### config.mk
export PLATFORM = sky130hd
export DESIGN_NAME = tff_updown_counter
export DESIGN_NICKNAME = d
export VERILOG_FILES = /design/src/rtl/cnt_pkg.sv /design/src/rtl/tff_cell.sv /design/src/rtl/tff_updown_counter.sv
export SDC_FILE = /design/constraint.sdc
export NUM_CORES = 1
export LEC_CHECK = 0
export ABC_AREA = 1
export CAP_MARGIN = 15
export CORE_AREA = 3 3 40 42
export CTS_CLUSTER_SIZE = 12
export DETAILED_ROUTE_END_ITERATION = 16
export DIE_AREA = 0 0 43 45
export DONT_BUFFER_PORTS = 1
export PLACE_DENSITY_LB_ADDON = 0.15
export SYNTH_ARGS = -nofsm -noshare
export SYNTH_HDL_FRONTEND = slang
export SYNTH_SLANG_ARGS = --single-unit
### constraint.sdc
create_clock -name clk -period 1.6 [get_ports clk]
set_clock_uncertainty 0.05 [all_clocks]
set_input_delay 0.24 -clock clk [delete_from_list [all_inputs] [get_ports clk]]
set_output_delay 0.24 -clock clk [all_outputs]
set_load 0.01 [all_outputs]
### src/rtl/cnt_pkg.sv
// Shared constants and types for the toggle-cell up/down counter.
// Latency: n/a (declarations only).
// Backpressure: n/a.
package cnt_pkg;

    localparam int CNT_WIDTH_DEF = 4;
    localparam int CNT_MOD_DEF   = 10;

    typedef enum logic {
        DIR_DOWN = 1'b0,
        DIR_UP   = 1'b1
    } dir_e;

endpackage

### src/rtl/tff_cell.sv
// Single-bit toggle storage element: q flips on a clk edge when t is high.
// Latency: one clk edge from t to q.
// Backpressure: none; t is sampled on every edge.
module tff_cell (
    input  logic clk,
    input  logic rst,
    input  logic t,
    output logic q
);

    // Toggle on t, async clear on rst.
    always_ff @(posedge clk or posedge rst) begin
        if (rst) begin
            q <= 1'b0;
        end else if (t) begin
            q <= ~q;
        end
    end

endmodule

### src/rtl/tff_updown_counter.sv
// Modulo-MOD up/down counter stored in toggle cells, with load, terminal count and wrap pulse.
// Latency: q updates on the clk edge after en/load; tc is combinational; wrap is registered (one edge).
// Backpressure: none; every enabled edge steps. Define CNT_SAT_EN to saturate at the limits instead of wrapping.
module tff_updown_counter
    import cnt_pkg::*;
#(
    parameter int WIDTH = CNT_WIDTH_DEF,
    parameter int MOD   = CNT_MOD_DEF
) (
    input  logic             clk,
    input  logic             rst,
    input  logic             en,
    input  logic             up,
    input  logic             load,
    input  logic [WIDTH-1:0] din,
    output logic [WIDTH-1:0] q,
    output logic             tc,
    output logic             wrap
);

    // Terminal values; the extended modulus lets MOD == 2**WIDTH compare correctly.
    localparam logic [WIDTH-1:0] Q_MAX   = WIDTH'(MOD - 1);
    localparam logic [WIDTH-1:0] Q_ZERO  = '0;
    localparam logic [WIDTH-1:0] Q_ONE   = WIDTH'(1);
    localparam logic [WIDTH:0]   MOD_EXT = (WIDTH + 1)'(MOD);

    dir_e             dir;
    logic             at_max;
    logic             at_zero;
    logic             din_ok;
    logic [WIDTH-1:0] q_nxt;
    logic [WIDTH-1:0] t_vec;
    logic             wrap_nxt;

    assign dir     = dir_e'(up);
    assign at_max  = (q == Q_MAX);
    assign at_zero = (q == Q_ZERO);
    assign din_ok  = ({1'b0, din} < MOD_EXT);

    // Next count: load beats count, out-of-range loads collapse to zero.
    always_comb begin
        q_nxt    = q;
        wrap_nxt = 1'b0;
        if (load) begin
            q_nxt = din_ok ? din : Q_ZERO;
        end else if (en) begin
            if (dir == DIR_UP) begin
                if (at_max) begin
`ifdef CNT_SAT_EN
                    q_nxt    = Q_MAX;
`else
                    q_nxt    = Q_ZERO;
                    wrap_nxt = 1'b1;
`endif
                end else begin
                    q_nxt = q + Q_ONE;
                end
            end else begin
                if (at_zero) begin
`ifdef CNT_SAT_EN
                    q_nxt    = Q_ZERO;
`else
                    q_nxt    = Q_MAX;
                    wrap_nxt = 1'b1;
`endif
                end else begin
                    q_nxt = q - Q_ONE;
                end
            end
        end
    end

    // Toggle vector: each bit flips exactly where the next count differs.
    assign t_vec = q ^ q_nxt;

    genvar gi;
    generate
        for (gi = 0; gi < WIDTH; gi++) begin : g_bit
            tff_cell u_cell (
                .clk (clk),
                .rst (rst),
                .t   (t_vec[gi]),
                .q   (q[gi])
            );
        end
    endgenerate

    // Terminal count: gated off during reset and load edges.
    always_comb begin
        tc = en & ~load & ~rst & (((dir == DIR_UP) & at_max) | ((dir == DIR_DOWN) & at_zero));
    end

`ifdef CNT_SAT_EN
    // Saturating build never wraps.
    assign wrap = 1'b0;
    logic unused_wrap;
    assign unused_wrap = wrap_nxt;
`else
    // One-edge wrap pulse, re-armed every edge so back-to-back wraps stay high.
    always_ff @(posedge clk or posedge rst) begin
        if (rst) begin
            wrap <= 1'b0;
        end else begin
            wrap <= wrap_nxt;
        end
    end
`endif

endmodule
==> results.rst, run 1 <==
.. list-table::
   :header-rows: 1

   * - Metric
     - Value
   * - Wire length of the first global-routing pass
     - between 2000 and 2500 um
   * - Setup Slack @ Placement
     - 0.04108 ns
   * - Largest stage delay on the critical path
     - around 0.38 ns
   * - Routed wire length
     - roughly 1400 um
   * - Clock tree root driver cell
     - sky130_fd_sc_hd__clkbuf_4
   * - Number of antenna-violating nets in the routed design
     - 0
   * - Detailed-route DRC error count
     - 0
   * - Number of global-route vias before repair
     - around 480
   * - Power share of the combinational group
     - around two fifths
   * - Vertical die dimension
     - about 45 um
   * - Post-synth top area cell
     - sky130_fd_sc_hd__dfrtp_1
   * - Register cell area after layout
     - around 130 sq um
   * - Core Footprint
     - approximately 0.0013 sq mm
   * - Drt initial violations
     - 15
   * - Wl on met1
     - 547 um
   * - Final Wtd Congestion
     - slightly below 0.8
   * - Dominant cell by count in the synthesized netlist
     - sky130_fd_sc_hd__nand2_1
   * - Dominant synthesized flop cell
     - sky130_fd_sc_hd__dfrtp_1
   * - Die Outline Area
     - around 0.0019 sq mm
   * - Maximum vdd ir drop
     - roughly 0.51 mV
   * - Register-to-Register Setup Slack
     - ~0.020 ns
   * - Insertion delay of the later-clocked pin in the worst-skew pair
     - 0.25 ns
   * - Slew at the pin closest to its max-slew limit
     - between 0.2 and 0.3 ns
   * - WL/cell
     - roughly 13 um
   * - Count of synthesis-stage warnings from yosys
     - 0
   * - # Max-Cap Violations
     - 0
   * - Pins Over Slew Limit
     - 0
   * - Fin area
     - between 600 and 700 sq um
   * - Met2 layer wire length in the routed design
     - around 710 um
   * - Setup repair after global routing missed its margin
     - yes
   * - Mapped cell area
     - 494.2 sq um
   * - Count of flip-flops with a built-in enable after synthesis
     - 0
   * - Relative slew slack
     - about four fifths
   * - Die boundary width
     - between 40 and 50 um
   * - Final worst path period share
     - 110.9%
   * - Main area contributors after synthesis
     - sky130_fd_sc_hd__dfrtp_1, sky130_fd_sc_hd__a21oi_1, sky130_fd_sc_hd__nand2_1
   * - Met3 WL post-DR
     - ~95 um
   * - N_diodes
     - 0
   * - Site Rows
     - 13
   * - Synthesized netlist cell count
     - 74
   * - Final hold violation count
     - 0
   * - Number of levels in the clock H-tree
     - 1
   * - Arrival time worst endpoint
     - around 1.5 ns
   * - Portion of total power attributed to sequential cells
     - 31.0%
   * - Number of cell instances on the worst register-to-register path
     - 8
   * - Number of synthesized register bits
     - 5
   * - Internal power
     - approximately 340 uW
   * - Startpoint type of the worst setup path
     - register
   * - CTS tree
     - yes
   * - Post-layout net count
     - 100
   * - Clock share of power
     - between 20 and 30%
   * - Worst hold margin
     - slightly above 0.09 ns
   * - Hold path cells
     - 2
   * - Cells along the critical path
     - inv_2, ha_4, nand3_2, nand2_2, inv_2, or2_4, nor3_4
   * - Worst flop-to-flop path startpoint
     - g_bit[0].u_cell.q
   * - Required time of the critical path
     - 1.31 ns
   * - Maximum achievable frequency
     - 563.7 MHz
   * - Maximum fanout along the worst path
     - 3
   * - Violations in the final reports
     - setup timing
   * - Remaining Overflow, GRT
     - 0
   * - Count of buffer and inverter cells on the critical path
     - 2
   * - Crit-path most repeated cell
     - sky130_fd_sc_hd__inv_2
   * - Type of the most critical hold path
     - input port to register
   * - Worst path setup slack after routing
     - -0.1739 ns
   * - Setup-failing EPs final
     - 1
   * - Synthesized netlist net count
     - between 80 and 90
   * - Number of top-level pins
     - 15
   * - Portion of the post-synthesis area used by sequential elements
     - 25.32%
   * - Ratio of routed vias to standard cells
     - around 5
   * - Slowest CP cell
     - sky130_fd_sc_hd__dfrtp_1
   * - Clock transition time at the flip-flop clock pins of the worst setup and hold paths
     - around 0.04 ns
   * - Ys async rst share
     - 100.0%
   * - Commonest cells in the netlist
     - sky130_fd_sc_hd__nand2_1, sky130_fd_sc_hd__inv_1, sky130_fd_sc_hd__a21oi_1, sky130_fd_sc_hd__nand3_1, sky130_fd_sc_hd__nor2_1
   * - CP delay by family, top
     - simple AND/OR/NAND/NOR gates
   * - PortBufs
     - 0
   * - Pwr per Cell Area
     - about 800 mW/mm^2
   * - Destination of the worst register-to-register timing path
     - g_bit[2].u_cell.q
   * - Pleak
     - around 0.33 nW
   * - Cell area after placement
     - approximately 530 sq um
   * - Total instance count after detailed placement
     - 91
   * - Router iterations before antenna repair
     - 4
   * - Clk sink count
     - 5
   * - Largest net degree at the start of global routing
     - 9
   * - Sw power
     - ~190 uW
   * - Area of the multi-input gates
     - 301.5 sq um
   * - Net Sw Frac
     - 35.54%
   * - Worst Hold Endpoint
     - g_bit[1].u_cell.q
   * - Antenna violations before repair
     - 0
   * - Number of library cell types mapped by synthesis
     - 22
   * - Post-Syn Area per Cell
     - roughly 6.7 sq um
   * - Top routing layer used
     - met4
   * - Result of the run
     - complete, but fails checks
   * - Critical Setup Path Class
     - register to output port
   * - Overall Global Routing Usage
     - between 10 and 15%
   * - Number of buffers on the longest clock path
     - 2
   * - Fraction of final layout cells with drive strength greater than 1
     - between 30% and 40%
   * - Vias after detailed routing
     - approximately 520
   * - Clock buffers created by TritonCTS
     - 3
   * - Hold wc startpoint
     - din[1]
   * - Post-route insts no fill
     - about 100
   * - Worst setup EP type
     - output port
   * - Starting Density
     - approximately two fifths
   * - Final Critical Period
     - 1.774 ns
   * - Layout fillers
     - between 100 and 150
   * - Share of the synthesized area in the top cell type
     - 25.32%
   * - HPWL after detailed placement
     - between 900 and 1000 um
   * - Area delta synth->final
     - 29.37%
==> worst max-delay path by stage <==
stage	start	to	slack, ns	depth (start not counted)
floorplan	g_bit[1].u_cell.q	tc	0.05	7
global placement	g_bit[0].u_cell.q	tc	0.07	6
detailed placement	g_bit[1].u_cell.q	tc	0.04	7
CTS	g_bit[0].u_cell.q	tc	-0.19	5
global route	g_bit[1].u_cell.q	tc	-0.23	7
finish	g_bit[1].u_cell.q	tc	-0.17	7
==> final cells by class <==
class                           count  area share (%)
Inverter                           13           7.828
Timing Repair Buffer               15           18.00
Multi-Input combinational cell     50           47.16
Tap cell                           15           2.935
Sequential cell                     5           19.96
Clock buffer                        4           4.110
==> registers in the layout, indices dropped and copies added, names as in the netlist <==
name / count
g_bit.u_cell.q: 4
wrap: 1
==> logic make-up (layout without fill, tap and decap cells) <==
group	after synthesis	in the layout	synth area share [%]
adder cells (fa/ha/maj)	3	3	7.596
XOR/XNOR	1	1	1.772
AND/OR/NAND/NOR	30	30	28.61
buffers and inverters	19	32	19.24
flip-flops	5	5	25.32
AO/OA/AOI/OAI	16	16	17.47
==> per-layer routing <==
layer | up-vias | global-route usage [%]
li1 | 262 | -
met5 | - | 0
met4 | 0 | 3.614
met3 | 2 | 6.773
met1 | 236 | 16.34
met2 | 22 | 25.15
==> power groups by stage <==
stage | registers [mW] | clock network [mW] | logic, mW
6_report | 0.162 | 0.147 | 0.212
5_1_grt | 0.162 | 0.162 | 0.236
4_1_cts | 0.156 | 0.153 | 0.189
3_3_place_gp | 0.160 | 0 | 0.170
3_5_place_dp | 0.160 | 0 | 0.169
2_1_floorplan | 0.156 | 0 | 0.133
==> layout by cell type (no fill, tap or decap), types with 2 or more instances in the layout <==
master and instances:
sky130_fd_sc_hd__nand2_1 12, sky130_fd_sc_hd__dfrtp_1 3, sky130_fd_sc_hd__clkbuf_4 3, sky130_fd_sc_hd__a21oi_1 9
sky130_fd_sc_hd__o21ai_1 2, sky130_fd_sc_hd__nor2_1 6, sky130_fd_sc_hd__nand3_1 7, sky130_fd_sc_hd__inv_1 9
sky130_fd_sc_hd__dfrtp_2 2, sky130_fd_sc_hd__inv_2 3, sky130_fd_sc_hd__buf_4 14, sky130_fd_sc_hd__o31ai_1 2
==> metrics by stage <==
step                      TNS (ns)  power (mW)  util [%]
after floorplan                  0      0.2893         -
after global placement           0      0.3299     41.09
after detailed placement         0      0.3288     41.09
after CTS                  -0.1918      0.4985     46.35
after global routing       -0.2430      0.5605     49.76
final                      -0.1739      0.5209     49.76
==> repair_timing <==
action | CTS | global route
endpoints found under the setup margin | 1 | 1
hold buffers | 1 | 0
pin swaps | 2 | 2
endpoints found under the hold margin | 5 | 0
setup buffers | 3 | 3
gates resized for setup | 3 | 8
No activity file was read; power rests on OpenSTA's default activity.
==> run 2, diff against run 1 <==
ABC_AREA = default   (was 1)
CORE_AREA = default   (was 3 3 40 42)
CORE_ASPECT_RATIO = 1.25   (was default)
CORE_MARGIN = 3   (was default)
CORE_UTILIZATION = 30   (was default)
DIE_AREA = default   (was 0 0 43 45)
==> run 2 against run 1 <==
Effect of this change:
- the flow still finishes with violations (setup timing)
- critical path depth down 2
- clock power about the same
- die area grew 11%
- design area increased by 11%
- non-clock buffer count up 5
- critical endpoint unchanged
==> results.rst, run 2 <==
.. list-table::
   :header-rows: 1

   * - Metric
     - Value
   * - Result of the run
     - complete, but fails checks
   * - Violations in the final reports
     - setup timing
   * - Most common library cell in the layout ignoring fill and taps
     - sky130_fd_sc_hd__buf_4
   * - Final worst path period share
     - 108.1% (-2.8 points)
   * - CP delay by family, top
     - flip-flops
   * - Number of levels in the clock H-tree
     - 1 (unchanged)
   * - Arrival time worst endpoint
     - 1.44 ns (-0.04 ns)
   * - Largest regs
     - g_bit.u_cell.q (4), wrap (1)
   * - Sw power
     - 183.8 uW (-0.75%)
   * - Overall Global Routing Usage
     - 12.97% (-1.6 points)
   * - Maximum vdd ir drop
     - 0.6311 mV (+24%)
   * - PortBufs
     - 0 (unchanged)
   * - Fraction of final layout cells with drive strength greater than 1
     - 48.68% (+14 points)
   * - Die boundary width
     - 42.07 um (-2.2%)
   * - Internal power
     - 376.5 uW (+12%)
   * - Number of global-route vias before repair
     - 480 (-0.62%)
   * - Core Footprint
     - 0.001445 sq mm (+12%)
   * - Setup repair after global routing missed its margin
     - yes
   * - PnR Total Power
     - 560.2 uW (+7.6%)
   * - Vertical die dimension
     - 51.09 um (+14%)
   * - Post-synth top area cell
     - sky130_fd_sc_hd__dfrtp_1
   * - Power share of the combinational group
     - 46.1% (+5.4 points)
   * - Final Wtd Congestion
     - 0.7489 (-4.0%)
   * - Site Rows
     - 15 (+2)
   * - Main area contributors after synthesis
     - sky130_fd_sc_hd__dfrtp_1, sky130_fd_sc_hd__ha_1, sky130_fd_sc_hd__a31oi_1
   * - Clk sink count
     - 5 (unchanged)
   * - Insertion delay of the later-clocked pin in the worst-skew pair
     - 0.24 ns (about the same)
   * - Portion of the post-synthesis area used by sequential elements
     - 25.64% (+0.32 points)
   * - Post-layout net count
     - 89 (-11%)
   * - Pleak
     - 0.3023 nW (-8.1%)
   * - Synthesized netlist net count
     - 71 (-17%)
   * - Required time of the critical path
     - 1.31 ns (about the same)
   * - Die Outline Area
     - 0.002149 sq mm (+11%)
   * - Layout fillers
     - 117 (-9.3%)
   * - Count of synthesis-stage warnings from yosys
     - 0 (unchanged)
   * - Most flop-heavy register
     - g_bit.u_cell.q
   * - Relative slew slack
     - 81.21% (+0.57 points)
   * - Slew at the pin closest to its max-slew limit
     - 0.2796 ns (-0.008300 ns)
   * - Setup Slack @ Placement
     - -0.01506 ns (-0.05615 ns)
   * - Detailed-route DRC error count
     - 0 (unchanged)
   * - Total negative slack for setup checks
     - -0.2278 ns (-0.05396 ns)
   * - Flip-flop count of the largest register after layout
     - 4 (unchanged)
   * - WL/cell
     - 15.03 um (+12%)
   * - Clock share of power
     - 25.7% (-2.6 points)
   * - Net Sw Frac
     - 32.80% (-2.7 points)
   * - Dominant synthesized flop cell
     - sky130_fd_sc_hd__dfrtp_1
   * - Worst path setup slack after routing
     - -0.1291 ns (+0.04482 ns)
   * - Area delta synth->final
     - 45.13%
   * - Ratio of routed vias to standard cells
     - 5.398 (+5.5%)
   * - Critical Setup Path Class
     - register to output port
   * - Clock tree root driver cell
     - sky130_fd_sc_hd__clkbuf_4
   * - Count of buffer and inverter cells on the critical path
     - 1 (-1)
   * - CTS tree
     - yes
   * - Remaining Overflow, GRT
     - 0 (unchanged)
   * - Maximum fanout along the worst path
     - 3 (unchanged)
   * - Worst setup EP type
     - output port
   * - Count of flip-flops with a built-in enable after synthesis
     - 0 (unchanged)
   * - Setup-failing EPs final
     - 3 (+2)
   * - Maximum achievable frequency
     - 578.4 MHz (+2.6%)
   * - Leading cell types in the layout, fill and taps excluded
     - sky130_fd_sc_hd__buf_4, sky130_fd_sc_hd__a31oi_1, sky130_fd_sc_hd__nor2_1, sky130_fd_sc_hd__dfrtp_1
   * - Worst flop-to-flop path startpoint
     - g_bit[1].u_cell.q
   * - Cells along the critical path
     - inv_2, ha_2, nand2_1, o21a_2, nor4_4
   * - Mapped cell area
     - 488.0 sq um (-1.3%)
   * - Ys async rst share
     - 100.0% (unchanged)
   * - Pwr per Cell Area
     - 791.1 mW/mm^2 (-2.9%)
   * - Register cell area after layout
     - 126.4 sq um (-0.98%)
   * - Synthesized netlist cell count
     - 59 (-20%)
   * - Number of buffers on the longest clock path
     - 2 (unchanged)
   * - Final Critical Period
     - 1.729 ns (-0.04482 ns)
   * - Starting Density
     - 33.77% (-4.7 points)
   * - Number of top-level pins
     - 15 (unchanged)
   * - Router iterations before antenna repair
     - 6 (+2)
   * - Type of the most critical hold path
     - input port to register
   * - Area of the multi-input gates
     - 355.3 sq um (+18%)
   * - Clock buffers created by TritonCTS
     - 3 (unchanged)
   * - Largest net degree at the start of global routing
     - 10 (+1)
   * - Slowest CP cell
     - sky130_fd_sc_hd__dfrtp_1
   * - Pins Over Slew Limit
     - 0 (unchanged)
   * - Commonest cells in the netlist
     - sky130_fd_sc_hd__a31oi_1, sky130_fd_sc_hd__dfrtp_1, sky130_fd_sc_hd__buf_4, sky130_fd_sc_hd__nand2b_1, sky130_fd_sc_hd__nor2_1
   * - Number of library cell types mapped by synthesis
     - 32 (+45%)
   * - Number of antenna-violating nets in the routed design
     - 0 (unchanged)
   * - HPWL after detailed placement
     - 948.1 um (-3.5%)
   * - Vias after detailed routing
     - 502 (-3.8%)
   * - Hold wc startpoint
     - load
   * - N_diodes
     - 0 (unchanged)
   * - Final hold violation count
     - 0 (unchanged)
   * - Drt initial violations
     - 16 (+1)
   * - Share of the synthesized area in the top cell type
     - 25.64% (+0.32 points)
   * - Number of synthesized register bits
     - 5 (unchanged)
   * - Wire length of the first global-routing pass
     - 2104 um (+1.6%)
   * - Crit path launch
     - g_bit[1].u_cell.q
   * - Routed wire length
     - 1398 um (+1.7%)
   * - Post-Syn Area per Cell
     - 8.271 sq um (+24%)
   * - Clock transition time at the flip-flop clock pins of the worst setup and hold paths
     - 0.04 ns (about the same)
   * - Startpoint type of the worst setup path
     - register
   * - # Max-Cap Violations
     - 0 (unchanged)
   * - Antenna violations before repair
     - 0 (unchanged)
   * - Portion of total power attributed to sequential cells
     - 28.2% (-2.8 points)
   * - Largest stage delay on the critical path
     - 0.38 ns (about the same)
-- run 2: cell types whose count changed in the layout (fill, tap and decap cells not counted), moves of 3 or more --
cell / delta
sky130_fd_sc_hd__nand3_1: -6
sky130_fd_sc_hd__inv_1: -7
sky130_fd_sc_hd__nand2_1: -9
sky130_fd_sc_hd__buf_4: +3
sky130_fd_sc_hd__a31oi_1: +4
sky130_fd_sc_hd__nand2b_1: +3
sky130_fd_sc_hd__a21oi_1: -9
-- run 2: kinds of logic (layout without fill, tap and decap cells) --
group | after synthesis | after routing | share of synthesized area, %
AO/OA/AOI/OAI | 20 | 20 | 31.28
adder cells (fa/ha/maj) | 3 | 3 | 7.693
buffers and inverters | 12 | 29 | 14.10
flip-flops | 5 | 5 | 25.64
AND/OR/NAND/NOR | 19 | 19 | 21.28
-- run 2: layer usage --
layer	global-route usage, %	share of wire [%]	routed length, um
met1	14.41	39	552
met2	22.94	48	676
met3	6.338	9.2	128
met4	1.554	2.9	41
met5	0	0	0
-- run 2: area by class of cell --
type	count	area share (%)
Multi-Input combinational cell	42	50.18
Timing Repair Buffer	20	22.61
Sequential cell	5	17.84
Clock buffer	4	3.710
Tap cell	17	3.004
Inverter	5	2.650
-- run 2: power by group through the flow --
stage	logic, mW	registers [mW]	clock network, mW
after floorplan	0.140	0.156	0
after global routing	0.279	0.160	0.164
after detailed placement	0.183	0.163	0
after global placement	0.183	0.163	0
after CTS	0.230	0.157	0.151
final	0.259	0.158	0.144
-- run 2: through the flow --
stage / hold slack (ns) / instance area, sq um / std cells / utilization (%)
5_1_grt: 0.03393 / 708.2 / 93 / 49.00
4_1_cts: 0.03993 / 658.1 / 90 / 45.54
2_1_floorplan: -0.03148 / 503.0 / 59 / -
3_5_place_dp: -0.01508 / 564.3 / 81 / 39.05
6_report: 0.04042 / 708.2 / 93 / 49.00
3_3_place_gp: -0.01300 / 564.3 / 81 / 39.05
-- run 2: worst reg2reg max path, cell delays in order, from the launching register on --
cell and delay [ns]:
sky130_fd_sc_hd__dfrtp_1 0.38, sky130_fd_sc_hd__inv_2 0.10, sky130_fd_sc_hd__ha_2 0.19, sky130_fd_sc_hd__nand2_1 0.08, sky130_fd_sc_hd__o21a_2 0.26, sky130_fd_sc_hd__buf_4 0.15
sky130_fd_sc_hd__a221oi_2 0.25, sky130_fd_sc_hd__o32ai_1 0.11
-- run 2: final timing paths --
kind / slack (ns) / cells after the start / end
worst max-delay path: -0.13 / 5 / tc
max in group asynchronous: 1.04 / 2 / g_bit[0].u_cell.q
min in group asynchronous: 0.28 / 2 / wrap
worst min-delay path: 0.04 / 1 / g_bit[0].u_cell.q
worst max register to register: -0.09 / 7 / g_bit[1].u_cell.q
worst min register to register: 0.68 / 3 / g_bit[1].u_cell.q
-- run 2: timing repair --
action	in CTS	in global routing
resized for setup	5	7
hold buffers	1	0
buffers inserted	4	3
pin swaps	4	7
endpoints found under the setup margin	1	5
cloned	0	0
hold endpoints to repair	5	0
==> run 3, diff against run 2 <==
clock period = 1.8 ns   (was 1.6 ns; I/O delays follow)
==> run 3 against run 2 <==
Effect of this change:
- the flow still finishes with violations (setup timing)
- sequential share of layout area grew 0.59 points
- global-route usage grew 2.6 points
- first-iteration DRC count shrank 13%
- sequential power shrank 9%
- die area is the same
- setup slack gained 0.059 ns
- utilization shrank 1.6 points
- flip-flop and latch count is the same
- largest power group unchanged
- highest routed layer unchanged
==> results.rst, run 3 (same netlist as run 2, synthesis figures left out) <==
.. list-table::
   :header-rows: 1

   * - Metric
     - Value
   * - Final hold violation count
     - 0 (unchanged)
   * - Net Sw Frac
     - 34.53% (+1.7 points)
   * - Number of levels in the clock H-tree
     - 1 (unchanged)
   * - Internal power
     - 333.7 uW (-11%)
   * - Maximum fanout along the worst path
     - 4 (+1)
   * - Routed wire length
     - 1563 um (+12%)
   * - Number of global-route vias before repair
     - 539 (+12%)
   * - Router iterations before antenna repair
     - 4 (-2)
   * - Flip-flop count of the largest register after layout
     - 4 (unchanged)
   * - Clock transition time at the flip-flop clock pins of the worst setup and hold paths
     - 0.04 ns (about the same)
   * - Area of the multi-input gates
     - 359.1 sq um (+1.1%)
   * - Power share of the combinational group
     - 45.3% (-0.8 points)
   * - PnR Total Power
     - 509.7 uW (-9.0%)
   * - Number of buffers on the longest clock path
     - 2 (unchanged)
   * - Violations in the final reports
     - setup timing
   * - Slew at the pin closest to its max-slew limit
     - 0.3861 ns (+0.1065 ns)
   * - Number of antenna-violating nets in the routed design
     - 0 (unchanged)
   * - Remaining Overflow, GRT
     - 0 (unchanged)
   * - CTS tree
     - yes
   * - Arrival time worst endpoint
     - 1.55 ns (+0.11 ns)
   * - CP delay by family, top
     - flip-flops
   * - Critical Setup Path Class
     - register to output port
   * - Leading cell types in the layout, fill and taps excluded
     - sky130_fd_sc_hd__buf_4, sky130_fd_sc_hd__a31oi_1, sky130_fd_sc_hd__nor2_1, sky130_fd_sc_hd__dfrtp_1
   * - Insertion delay of the later-clocked pin in the worst-skew pair
     - 0.25 ns (about the same)
   * - Antenna violations before repair
     - 0 (unchanged)
   * - Worst path setup slack after routing
     - -0.06958 ns (+0.05947 ns)
   * - Vertical die dimension
     - 51.09 um (unchanged)
   * - Most common library cell in the layout ignoring fill and taps
     - sky130_fd_sc_hd__buf_4
   * - Slowest CP cell
     - sky130_fd_sc_hd__dfrtp_2
   * - Final Critical Period
     - between 1.5 and 2 ns
   * - Required time of the critical path
     - 1.48 ns (+0.17 ns)
   * - Most flop-heavy register
     - g_bit.u_cell.q
   * - Register cell area after layout
     - 126.4 sq um (unchanged)
   * - Maximum achievable frequency
     - approximately 530 MHz
   * - Type of the most critical hold path
     - input port to register
   * - Starting Density
     - 33.77% (unchanged)
   * - Setup repair after global routing missed its margin
     - yes
   * - Setup-failing EPs final
     - 2 (-1)
   * - Maximum vdd ir drop
     - 0.5268 mV (-17%)
   * - Final worst path period share
     - 103.9%
   * - Wire length of the first global-routing pass
     - 2477 um (+18%)
   * - Sw power
     - 176.0 uW (-4.2%)
   * - Clk sink count
     - 5 (unchanged)
   * - HPWL after detailed placement
     - 899.5 um (-5.1%)
   * - Pwr per Cell Area
     - 743.4 mW/mm^2 (-6.0%)
   * - Post-layout net count
     - 86 (-3.4%)
   * - Fraction of final layout cells with drive strength greater than 1
     - 45.21% (-3.5 points)
   * - Number of top-level pins
     - 15 (unchanged)
   * - WL/cell
     - 17.37 um (+16%)
   * - Final Wtd Congestion
     - 0.7415 (-0.99%)
   * - Largest stage delay on the critical path
     - 0.45 ns (+0.07 ns)
   * - Overall Global Routing Usage
     - 15.56% (+2.6 points)
   * - Pins Over Slew Limit
     - 0 (unchanged)
   * - Detailed-route DRC error count
     - 0 (unchanged)
   * - N_diodes
     - 0 (unchanged)
   * - Cells along the critical path
     - inv_2, ha_4, nand2b_4, o21ba_4, nor4_4, buf_4
   * - Relative slew slack
     - 74.26% (-7.0 points)
   * - PortBufs
     - 0 (unchanged)
   * - Ratio of routed vias to standard cells
     - 5.800 (+7.5%)
   * - Vias after detailed routing
     - 522 (+4.0%)
   * - Clock share of power
     - 26.4% (+0.7 points)
   * - Clock tree root driver cell
     - sky130_fd_sc_hd__clkbuf_4
   * - Die Outline Area
     - 0.002149 sq mm (unchanged)
   * - Area delta synth->final
     - 40.51%
   * - Largest regs
     - g_bit.u_cell.q (4), wrap (1)
   * - Setup Slack @ Placement
     - 0.08288 ns (+0.09794 ns)
   * - Die boundary width
     - 42.07 um (unchanged)
   * - Pleak
     - 0.2894 nW (-4.3%)
   * - Largest net degree at the start of global routing
     - 11 (+1)
   * - Startpoint type of the worst setup path
     - register
   * - Portion of total power attributed to sequential cells
     - 28.3% (about the same)
   * - Count of buffer and inverter cells on the critical path
     - 2 (+1)
   * - Result of the run
     - complete, but fails checks
   * - Clock buffers created by TritonCTS
     - 3 (unchanged)
   * - Worst setup EP type
     - output port
   * - Site Rows
     - 15 (unchanged)
   * - Layout fillers
     - 141 (+21%)
   * - # Max-Cap Violations
     - 0 (unchanged)
   * - Drt initial violations
     - 14 (-2)
   * - Core Footprint
     - 0.001445 sq mm (unchanged)
run 3: cell types whose count changed in the layout (fill, tap and decap cells not counted):
cell | before | now
sky130_fd_sc_hd__o21a_2 | 1 | 0
sky130_fd_sc_hd__o21ai_0 | 3 | 2
sky130_fd_sc_hd__ha_1 | 0 | 1
sky130_fd_sc_hd__o21a_4 | 0 | 1
sky130_fd_sc_hd__buf_4 | 17 | 15
sky130_fd_sc_hd__o21ai_1 | 1 | 2
sky130_fd_sc_hd__buf_6 | 2 | 1
sky130_fd_sc_hd__ha_2 | 1 | 0
run 3: area by class of cell:
cell class / instances / share of cell area, %
clock buffers: 4 / 3.832
inverters: 5 / 2.737
multi-input cells: 42 / 52.37
flip-flops and latches: 5 / 18.43
well taps: 17 / 3.102
repair buffers: 17 / 19.53
run 3: worst register-to-register path: cells and delay by family, from the launching register on:
kind            cells  cell delay (ns)
fa+ha+maj           1             0.15
flops               1             0.45
compound gates      3             0.39
buf+inv             6             0.69
simple gates        1             0.06
run 3: power groups by stage:
stage	Sequential [mW]	Clock (mW)	Combinational (mW)
5_1_grt	0.144	0.158	0.250
3_5_place_dp	0.141	0	0.134
3_3_place_gp	0.143	0	0.138
4_1_cts	0.141	0.141	0.193
2_1_floorplan	0.139	0	0.121
6_report	0.144	0.135	0.231
run 3: metrics by stage:
step | std cells | hold slack [ns] | TNS, ns | util, % | cell area [sq um]
3_3_place_gp | 74 | 0.01725 | 0 | 34.37 | 496.7
4_1_cts | 86 | 0.07197 | -0.1772 | 43.64 | 630.6
2_1_floorplan | 59 | -0.001479 | 0 | - | 488.0
3_5_place_dp | 74 | 0.01778 | 0 | 34.37 | 496.7
6_report | 90 | 0.05928 | -0.1349 | 47.45 | 685.7
5_1_grt | 90 | 0.03905 | -0.2927 | 47.45 | 685.7
run 3: final timing paths:
| check | startpoint | to | slack, ns | cells past startpoint |
|---|---|---|---|---|
| worst min register to register | g_bit[1].u_cell.q | g_bit[1].u_cell.q | 0.72 | 3 |
| worst max register to register | g_bit[0].u_cell.q | g_bit[0].u_cell.q | -0.07 | 11 |
| worst max-delay path | g_bit[0].u_cell.q | tc | -0.07 | 6 |
| worst min-delay path | load | g_bit[0].u_cell.q | 0.06 | 1 |
| min in group asynchronous | rst | g_bit[3].u_cell.q | 0.32 | 2 |
| max in group asynchronous | rst | g_bit[0].u_cell.q | 1.18 | 2 |
run 3: per-layer routing:
metal / routed length, um / GRT usage (%) / vias to the layer above
li1: - / - / 242
met1: 586 / 15.78 / 239
met2: 820 / 25.00 / 34
met3: 115 / 5.634 / 7
met4: 40 / 13.47 / 0
met5: 0 / 0 / -
run 3: what timing repair did:
item,4_1_cts,5_1_grt
resized for setup,8,6
endpoints found under the hold margin,5,0
pin swaps,2,5
endpoints found under the setup margin,1,2
hold buffers,1,0
buffers inserted,7,5
